## config.mk

```make
export PLATFORM = sky130hd
export DESIGN_NAME = y_operand_stage_flat
export DESIGN_NICKNAME = d
export VERILOG_FILES = /design/src/rtl/y_operand_stage_pkg.sv /design/src/rtl/y_operand_stage_if.sv /design/src/rtl/y_operand_stage_sel.sv /design/src/rtl/y_operand_stage.sv /design/src/flat_wrapper.sv
export SDC_FILE = /design/constraint.sdc
export NUM_CORES = 1
export LEC_CHECK = 0
export ABC_AREA = 1
export ABC_CLOCK_PERIOD_IN_PS = 3680
export CAP_MARGIN = 20
export CORE_MARGIN = 2
export CORE_UTILIZATION = 27
export CTS_CLUSTER_SIZE = 28
export DETAILED_ROUTE_END_ITERATION = 10
export PLACE_DENSITY_LB_ADDON = 0.3
export SYNTH_ARGS = -nofsm -noshare
export SYNTH_HDL_FRONTEND = slang
export SYNTH_SLANG_ARGS = --single-unit
```

## constraint.sdc

```tcl
create_clock -name clk -period 3.68 [get_ports clk]
set_input_delay 0.92 -clock clk [delete_from_list [all_inputs] [get_ports clk]]
set_output_delay 0.92 -clock clk [all_outputs]
set_load 0.005 [all_outputs]
```

## src/rtl/y_operand_stage_pkg.sv

```systemverilog
// Shared constants for the EX-stage Y operand generator: operand modes,
// forwarding selects and the opcode that requests a zero-extended immediate.
package y_operand_stage_pkg;

    localparam logic [2:0] Y_B     = 3'd0;
    localparam logic [2:0] Y_SHAMT = 3'd1;
    localparam logic [2:0] Y_ZERO  = 3'd2;
    localparam logic [2:0] Y_IMM   = 3'd3;
    localparam logic [2:0] Y_UPPER = 3'd4;
    localparam logic [2:0] Y_CONST = 3'd5;

    localparam logic [1:0] FWD_REG = 2'd0;
    localparam logic [1:0] FWD_MEM = 2'd1;
    localparam logic [1:0] FWD_WB  = 2'd2;

    // Opcode field instruction[31:27] that selects zero-extension.
    localparam logic [4:0] ZEXT_OP_DEFAULT = 5'b00110;

endpackage

```

## src/rtl/y_operand_stage_if.sv

```systemverilog
// Operand/handshake bundle between ID/EX, the Y operand stage and the ALU.
interface y_operand_stage_if #(
    parameter int unsigned DATA_W = 32
);
    logic              in_valid;
    logic              in_ready;
    logic [31:0]       instruction;
    logic [DATA_W-1:0] b_reg;
    logic [DATA_W-1:0] b_fwd_mem;
    logic [DATA_W-1:0] b_fwd_wb;
    logic [1:0]        fwd_sel;
    logic [2:0]        y_sel;
    logic              flush;
    logic              out_valid;
    logic              out_ready;
    logic [DATA_W-1:0] Y;
    logic              y_is_imm;

    modport master (
        output in_valid, instruction, b_reg, b_fwd_mem, b_fwd_wb,
               fwd_sel, y_sel, flush, out_ready,
        input  in_ready, out_valid, Y, y_is_imm
    );

    modport slave (
        input  in_valid, instruction, b_reg, b_fwd_mem, b_fwd_wb,
               fwd_sel, y_sel, flush, out_ready,
        output in_ready, out_valid, Y, y_is_imm
    );
endinterface

```

## src/rtl/y_operand_stage_sel.sv

```systemverilog
// Combinational Y operand selection: immediate extension, shamt, upper
// immediate, constant and forwarded B.
module y_operand_sel
    import y_operand_stage_pkg::*;
#(
    parameter int unsigned       DATA_W    = 32,
    parameter int unsigned       IMM_W     = 16,
    parameter int unsigned       SHAMT_W   = 5,
    parameter logic [4:0]        ZEXT_OP   = ZEXT_OP_DEFAULT,
    parameter logic [DATA_W-1:0] CONST_VAL = 32'd4
) (
    input  logic [31:0]       instruction,
    input  logic [DATA_W-1:0] b_sel,
    input  logic [2:0]        y_sel,
    output logic [DATA_W-1:0] next_y,
    output logic              next_imm
);
    logic [IMM_W-1:0]  imm_s;
    logic [DATA_W-1:0] imm_ext_s;
    logic              unused_instr_s;

    // Only some instruction fields feed the selection.
    assign unused_instr_s = ^instruction;

    // Extend the immediate, then pick the operand for the requested mode.
    always_comb begin
        imm_s     = instruction[IMM_W-1:0];
        imm_ext_s = {DATA_W{1'b0}};
        next_y    = {DATA_W{1'b0}};
        next_imm  = 1'b0;
        if (instruction[31:27] == ZEXT_OP) begin
            imm_ext_s = {{(DATA_W-IMM_W){1'b0}}, imm_s};
        end else begin
            imm_ext_s = {{(DATA_W-IMM_W){imm_s[IMM_W-1]}}, imm_s};
        end
        case (y_sel)
            Y_B:     next_y = b_sel;
            Y_SHAMT: next_y = {{(DATA_W-SHAMT_W){1'b0}}, instruction[6+SHAMT_W-1:6]};
            Y_ZERO:  next_y = {DATA_W{1'b0}};
            Y_IMM: begin
                next_y   = imm_ext_s;
                next_imm = 1'b1;
            end
            Y_UPPER: begin
                next_y   = {imm_s, {(DATA_W-IMM_W){1'b0}}};
                next_imm = 1'b1;
            end
            Y_CONST: next_y = CONST_VAL;
            default: begin
                next_y   = {DATA_W{1'b0}};
                next_imm = 1'b0;
            end
        endcase
    end
endmodule

```

## src/rtl/y_operand_stage.sv

```systemverilog
// EX-stage Y operand generator: forwarding mux, operand select and a
// registered output with a one-entry skid buffer on a valid/ready handshake.
module y_operand_stage
    import y_operand_stage_pkg::*;
#(
    parameter int unsigned       DATA_W    = 32,
    parameter int unsigned       IMM_W     = 16,
    parameter int unsigned       SHAMT_W   = 5,
    parameter logic [4:0]        ZEXT_OP   = ZEXT_OP_DEFAULT,
    parameter logic [DATA_W-1:0] CONST_VAL = 32'd4
) (
    input  logic             clk,
    input  logic             rst,
    y_operand_stage_if.slave bus
);
    logic [DATA_W-1:0] b_sel_s;
    logic [DATA_W-1:0] next_y_s;
    logic              next_imm_s;
    logic              accept_s;
    logic [DATA_W-1:0] y_r;
    logic              y_is_imm_r;
    logic              out_valid_r;
    logic [DATA_W-1:0] skid_y_r;
    logic              skid_imm_r;
    logic              skid_valid_r;

    // Forwarding mux for the B operand; code 3 falls back to the register file.
    always_comb begin
        b_sel_s = bus.b_reg;
        case (bus.fwd_sel)
            FWD_REG: b_sel_s = bus.b_reg;
            FWD_MEM: b_sel_s = bus.b_fwd_mem;
            FWD_WB:  b_sel_s = bus.b_fwd_wb;
            default: b_sel_s = bus.b_reg;
        endcase
    end

    y_operand_sel #(
        .DATA_W    (DATA_W),
        .IMM_W     (IMM_W),
        .SHAMT_W   (SHAMT_W),
        .ZEXT_OP   (ZEXT_OP),
        .CONST_VAL (CONST_VAL)
    ) u_sel (
        .instruction (bus.instruction),
        .b_sel       (b_sel_s),
        .y_sel       (bus.y_sel),
        .next_y      (next_y_s),
        .next_imm    (next_imm_s)
    );

    // in_ready depends only on state, so the ALU's ready never loops back.
    assign bus.in_ready = ~skid_valid_r;
    assign accept_s     = bus.in_valid & ~skid_valid_r;

    // Output register and skid entry update.
    always_ff @(posedge clk) begin
        if (rst) begin
            y_r          <= {DATA_W{1'b0}};
            y_is_imm_r   <= 1'b0;
            out_valid_r  <= 1'b0;
            skid_y_r     <= {DATA_W{1'b0}};
            skid_imm_r   <= 1'b0;
            skid_valid_r <= 1'b0;
        end else if (bus.flush) begin
            out_valid_r  <= 1'b0;
            skid_valid_r <= 1'b0;
        end else if (!out_valid_r || bus.out_ready) begin
            if (skid_valid_r) begin
                y_r          <= skid_y_r;
                y_is_imm_r   <= skid_imm_r;
                out_valid_r  <= 1'b1;
                skid_valid_r <= 1'b0;
            end else if (accept_s) begin
                y_r         <= next_y_s;
                y_is_imm_r  <= next_imm_s;
                out_valid_r <= 1'b1;
            end else begin
                out_valid_r <= 1'b0;
            end
        end else if (accept_s) begin
            skid_y_r     <= next_y_s;
            skid_imm_r   <= next_imm_s;
            skid_valid_r <= 1'b1;
        end
    end

    assign bus.Y         = y_r;
    assign bus.y_is_imm  = y_is_imm_r;
    assign bus.out_valid = out_valid_r;
endmodule

```

## src/flat_wrapper.sv

```systemverilog
// flat-port wrapper written by rule: the top's interface ports become plain ports
module y_operand_stage_flat import y_operand_stage_pkg::*;
#(
    parameter int unsigned       DATA_W    = 32,
    parameter int unsigned       IMM_W     = 16,
    parameter int unsigned       SHAMT_W   = 5,
    parameter logic [4:0]        ZEXT_OP   = ZEXT_OP_DEFAULT,
    parameter logic [DATA_W-1:0] CONST_VAL = 32'd4
)
  (clk, rst, bus_in_valid, bus_instruction, bus_b_reg, bus_b_fwd_mem, bus_b_fwd_wb, bus_fwd_sel, bus_y_sel, bus_flush, bus_out_ready, bus_in_ready, bus_out_valid, bus_Y, bus_y_is_imm);
  y_operand_stage_if #(.DATA_W(DATA_W)) bus_i ();
  input  logic clk;
  input  logic rst;
  input wire logic [$bits(bus_i.in_valid)-1:0] bus_in_valid;
  input wire logic [$bits(bus_i.instruction)-1:0] bus_instruction;
  input wire logic [$bits(bus_i.b_reg)-1:0] bus_b_reg;
  input wire logic [$bits(bus_i.b_fwd_mem)-1:0] bus_b_fwd_mem;
  input wire logic [$bits(bus_i.b_fwd_wb)-1:0] bus_b_fwd_wb;
  input wire logic [$bits(bus_i.fwd_sel)-1:0] bus_fwd_sel;
  input wire logic [$bits(bus_i.y_sel)-1:0] bus_y_sel;
  input wire logic [$bits(bus_i.flush)-1:0] bus_flush;
  input wire logic [$bits(bus_i.out_ready)-1:0] bus_out_ready;
  output wire logic [$bits(bus_i.in_ready)-1:0] bus_in_ready;
  output wire logic [$bits(bus_i.out_valid)-1:0] bus_out_valid;
  output wire logic [$bits(bus_i.Y)-1:0] bus_Y;
  output wire logic [$bits(bus_i.y_is_imm)-1:0] bus_y_is_imm;
  assign bus_i.in_valid = bus_in_valid;
  assign bus_i.instruction = bus_instruction;
  assign bus_i.b_reg = bus_b_reg;
  assign bus_i.b_fwd_mem = bus_b_fwd_mem;
  assign bus_i.b_fwd_wb = bus_b_fwd_wb;
  assign bus_i.fwd_sel = bus_fwd_sel;
  assign bus_i.y_sel = bus_y_sel;
  assign bus_i.flush = bus_flush;
  assign bus_i.out_ready = bus_out_ready;
  assign bus_in_ready = bus_i.in_ready;
  assign bus_out_valid = bus_i.out_valid;
  assign bus_Y = bus_i.Y;
  assign bus_y_is_imm = bus_i.y_is_imm;
  y_operand_stage #(.DATA_W(DATA_W), .IMM_W(IMM_W), .SHAMT_W(SHAMT_W), .ZEXT_OP(ZEXT_OP), .CONST_VAL(CONST_VAL)) u_core (.clk(clk), .rst(rst), .bus(bus_i));
endmodule
```

==> qor.yml <==
run_status:
  status: "finished clean"
placed_design:
  gp_congestion: 0.8883
  io_buffers: 161
  place_area_um2: 5632
  hpwl_um: 10370
  dp_slack_ns: 0.5775
clock_network:
  cts_max_level: 3
  ctsResizeCount: 0
  path_clk_slew_ns: 0.05
  cts-root-buf: "clkbuf_16"
  cts.path.max_buffers: 2
  cts_made_buffers: 9
  ctsHoldBuffers: 0
  clock_latency_ns: 0.33
  clock_sinks: 68
  cts_tree: "yes"
  postCtsSetupBuffers: 0
worst_setup_path:
  crit_fanout: 29
  r2r_start: "u_core.skid_valid_r"
  ff2ff_setup_slack_ns: 1.63
  cp.arrival_ns: 3.04
  timing.critical_path.buf_inv: 3
  max_stage_delay_ns: 0.54
  r2r_end: "u_core.skid_y_r[12]"
  slowest_stage: "o21ai_0"
  critical_path_class: "in2reg"
  rr_worst_depth: 9
  crit_start: "bus_fwd_sel[0]"
  path_delay_family: "buffers and inverters"
  start_kind: "input pin"
  worstPathCellList: "clkdlybuf4s50_1 -> inv_1 -> ha_1 -> inv_2 -> nor2_1 -> o21ai_0 -> nand2_1 -> a21oi_1"
  critical_path_required_ns: 3.94
  crit_path_end_kind: "flip-flop"
layout:
  finish.utilization_pct: 42.38
  final_cell_area_um2: 5951
  antenna_cells: 0
  nNetsFinal: 933
  layout-drive-gt1-share_pct: 4.511
  fillers: 1537
  syn_to_final_growth_pct: 52.14
timing:
  skew_ns: 0.006317
  hold-worst-slack_ns: 0.4909
  period_needed_ns: 2.781
  setup_viol: 0
  maxSlewViolCount: 0
  relSlewSlack_pct: 53.88
  post-route-period-util_pct: 75.57
  postLayoutSetupSlackWorst_ns: 0.8991
  worst_pin_slew_ns: 0.6907
  setup_tns_ns: 0
  rsz0062_at_grt: "false"
  hold_viol: 0
  max_freq_mhz: 359.6
route:
  dr.pass1.iters: 6
  first_iter_violations: 410
  route.detailed.drc: 0
  antenna_left: 0
  routed_wl_um: 14290
  via_per_inst: 4.719
  wl_per_cell_um: 14.61
  vias: 4615
floorplanning:
  rows: 43
  core_area_um2: 14040
  die_area_um2: 15470
  boundaryPins: 173
  die_x_um: 124.4
  initial_utilization_pct: 27.85
  die_height_um: 124.4
synth:
  netlist.area_leader.share_pct: 34.80
  ys_seq_area_share_pct: 34.80
  synthTopCellsByArea: "dfxtp_1 35%, nand2_1 17%, nor2_1 13%"
  syn_inst: 654
  synth.ff_latch_count: 68
  synth_ff_type: "dfxtp_1"
  synth.avg_cell_area_um2: 5.981
  yosys.area.top_type: "dfxtp_1"
  synth_fp_nets: 794
  synth_area_um2: 3911
  ys_types: 24
  yosysWarnings: 0
  synth_edf_count: 0
  async_flop_share_pct: 0
hold_path:
  hp-start: "u_core.skid_imm_r"
  hold_end: "u_core.skid_imm_r"
  min_path_cells: 2
  hp-class: "reg2reg"
global_routing:
  grt_pass1_vias: 4287
  grt_usage_pct: 18.32
  grt_max_degree: 38
  grt_pass1_wl_um: 23070
  antenna_found_initial: 0
  overflow: 0
pwr:
  p_sw_share_pct: 24.79
  vdd_drop_max_v: 0.0002414
  intPower_mw: 1.607
  seqPwrFrac_pct: 36.5
  power.switching_uw: 529.8
  clockPowerShare_pct: 43.3
  leakage_nw: 2.597
  p_comb_share_pct: 20.2
  powerDensity_nw_per_um2: 359.1
run:
  drv_cap: 0
metrics by stage:
stage | power, mW | std cells
global placement | 1.228 | 962
floorplan | 0.9795 | 654
CTS | 2.149 | 978
detailed placement | 1.229 | 962
finish | 2.137 | 978
global route | 2.226 | 978
layout make-up:
| cell class | instances | area [um2] | area share (%) |
|---|---|---|---|
| clock inverter | 4 | 72.57 | 1.220 |
| clock buffer | 12 | 246.5 | 4.142 |
| sequential | 68 | 1361 | 22.88 |
| tap | 180 | 225.2 | 3.785 |
| multi-input combinational | 508 | 2210 | 37.13 |
| inverter | 34 | 128.9 | 2.166 |
| timing repair buffer | 172 | 1707 | 28.68 |
synth_stat cells (2+ instances only):
| cell | count |
|---|---|
| a21oi_1 | 67 |
| buf_2 | 19 |
| buf_4 | 2 |
| buf_6 | 2 |
| clkbuf_1 | 20 |
| dfxtp_1 | 68 |
| ha_1 | 2 |
| inv_1 | 27 |
| inv_2 | 6 |
| nand2_1 | 177 |
| nand3_1 | 54 |
| nor2_1 | 131 |
| o21ai_0 | 60 |
| o21ai_1 | 9 |
power groups by stage:
stage / clock (mW) / combinational, mW / sequential [mW]
final: 0.924 / 0.433 / 0.780
after global routing: 0.962 / 0.480 / 0.784
after CTS: 0.933 / 0.435 / 0.781
after detailed placement: 0 / 0.433 / 0.796
after global placement: 0 / 0.432 / 0.796
after floorplan: 0 / 0.183 / 0.797
state kept, by name (all words and copies together), names as in the netlist:
signal / cells
u_core.bus.Y: 32
u_core.bus.y_is_imm: 1
u_core.skid_imm_r: 1
u_core.skid_valid_r: 1
u_core.skid_y_r: 32
u_core.bus.out_valid: 1
worst max-delay path by stage:
stage,to,cells after the start
after floorplan,u_core.skid_y_r[2],9
after global placement,u_core.bus.Y[3],11
after detailed placement,u_core.bus.Y[3],11
after CTS,u_core.bus.Y[3],11
after global routing,u_core.skid_y_r[3],10
final,u_core.bus.Y[10],8
routing by layer:
metal  part of all wire, %  GRT usage, %  vias to the layer above
met4                   1.8         5.089                        0
met2                    44         27.93                      170
li1                      -             -                     2375
met5                     0             0                        -
met3                   6.7         4.467                       16
met1                    48         25.71                     2054
cells in the final DEF (no fill, tap or decap):
| cell | netlist | final |
|---|---|---|
| nor2_1 | 131 | 131 |
| o211ai_1 | 1 | 1 |
| buf_12 | 0 | 1 |
| a21oi_1 | 67 | 67 |
| inv_2 | 6 | 6 |
| nand4_4 | 1 | 1 |
| nand3_1 | 54 | 54 |
| o21ai_1 | 9 | 9 |
| nand2_2 | 1 | 1 |
| bufinv_16 | 0 | 2 |
| clkinv_2 | 1 | 2 |
| buf_4 | 2 | 10 |
| nor3_4 | 1 | 1 |
| clkdlybuf4s50_1 | 0 | 161 |
| clkinvlp_4 | 0 | 1 |
| clkbuf_8 | 0 | 1 |
| o21ai_0 | 60 | 60 |
| dfxtp_1 | 68 | 68 |
| nand2_1 | 177 | 177 |
| clkbuf_1 | 20 | 2 |
| inv_1 | 27 | 27 |
| o21bai_1 | 1 | 1 |
| nand3b_1 | 1 | 1 |
| clkbuf_16 | 0 | 9 |
| ha_1 | 2 | 2 |
| nor2_2 | 1 | 1 |
| nor3_1 | 1 | 1 |
worst min-delay path, cell delays in order (launching register included):
cell	delay (ns)
dfxtp_1	0.32
nor2_1	0.05
nor2_1	0.08
kinds of logic after synthesis:
family | Yosys count | synth area share (%)
and+or+nand+nor | 368 | 38.07
AOI/OAI and AO/OA | 138 | 17.79
buffers and inverters | 78 | 8.701
DFF | 68 | 34.80
adders and majority gates | 2 | 0.6397
Note: power is estimated with default switching activity, not from simulation.
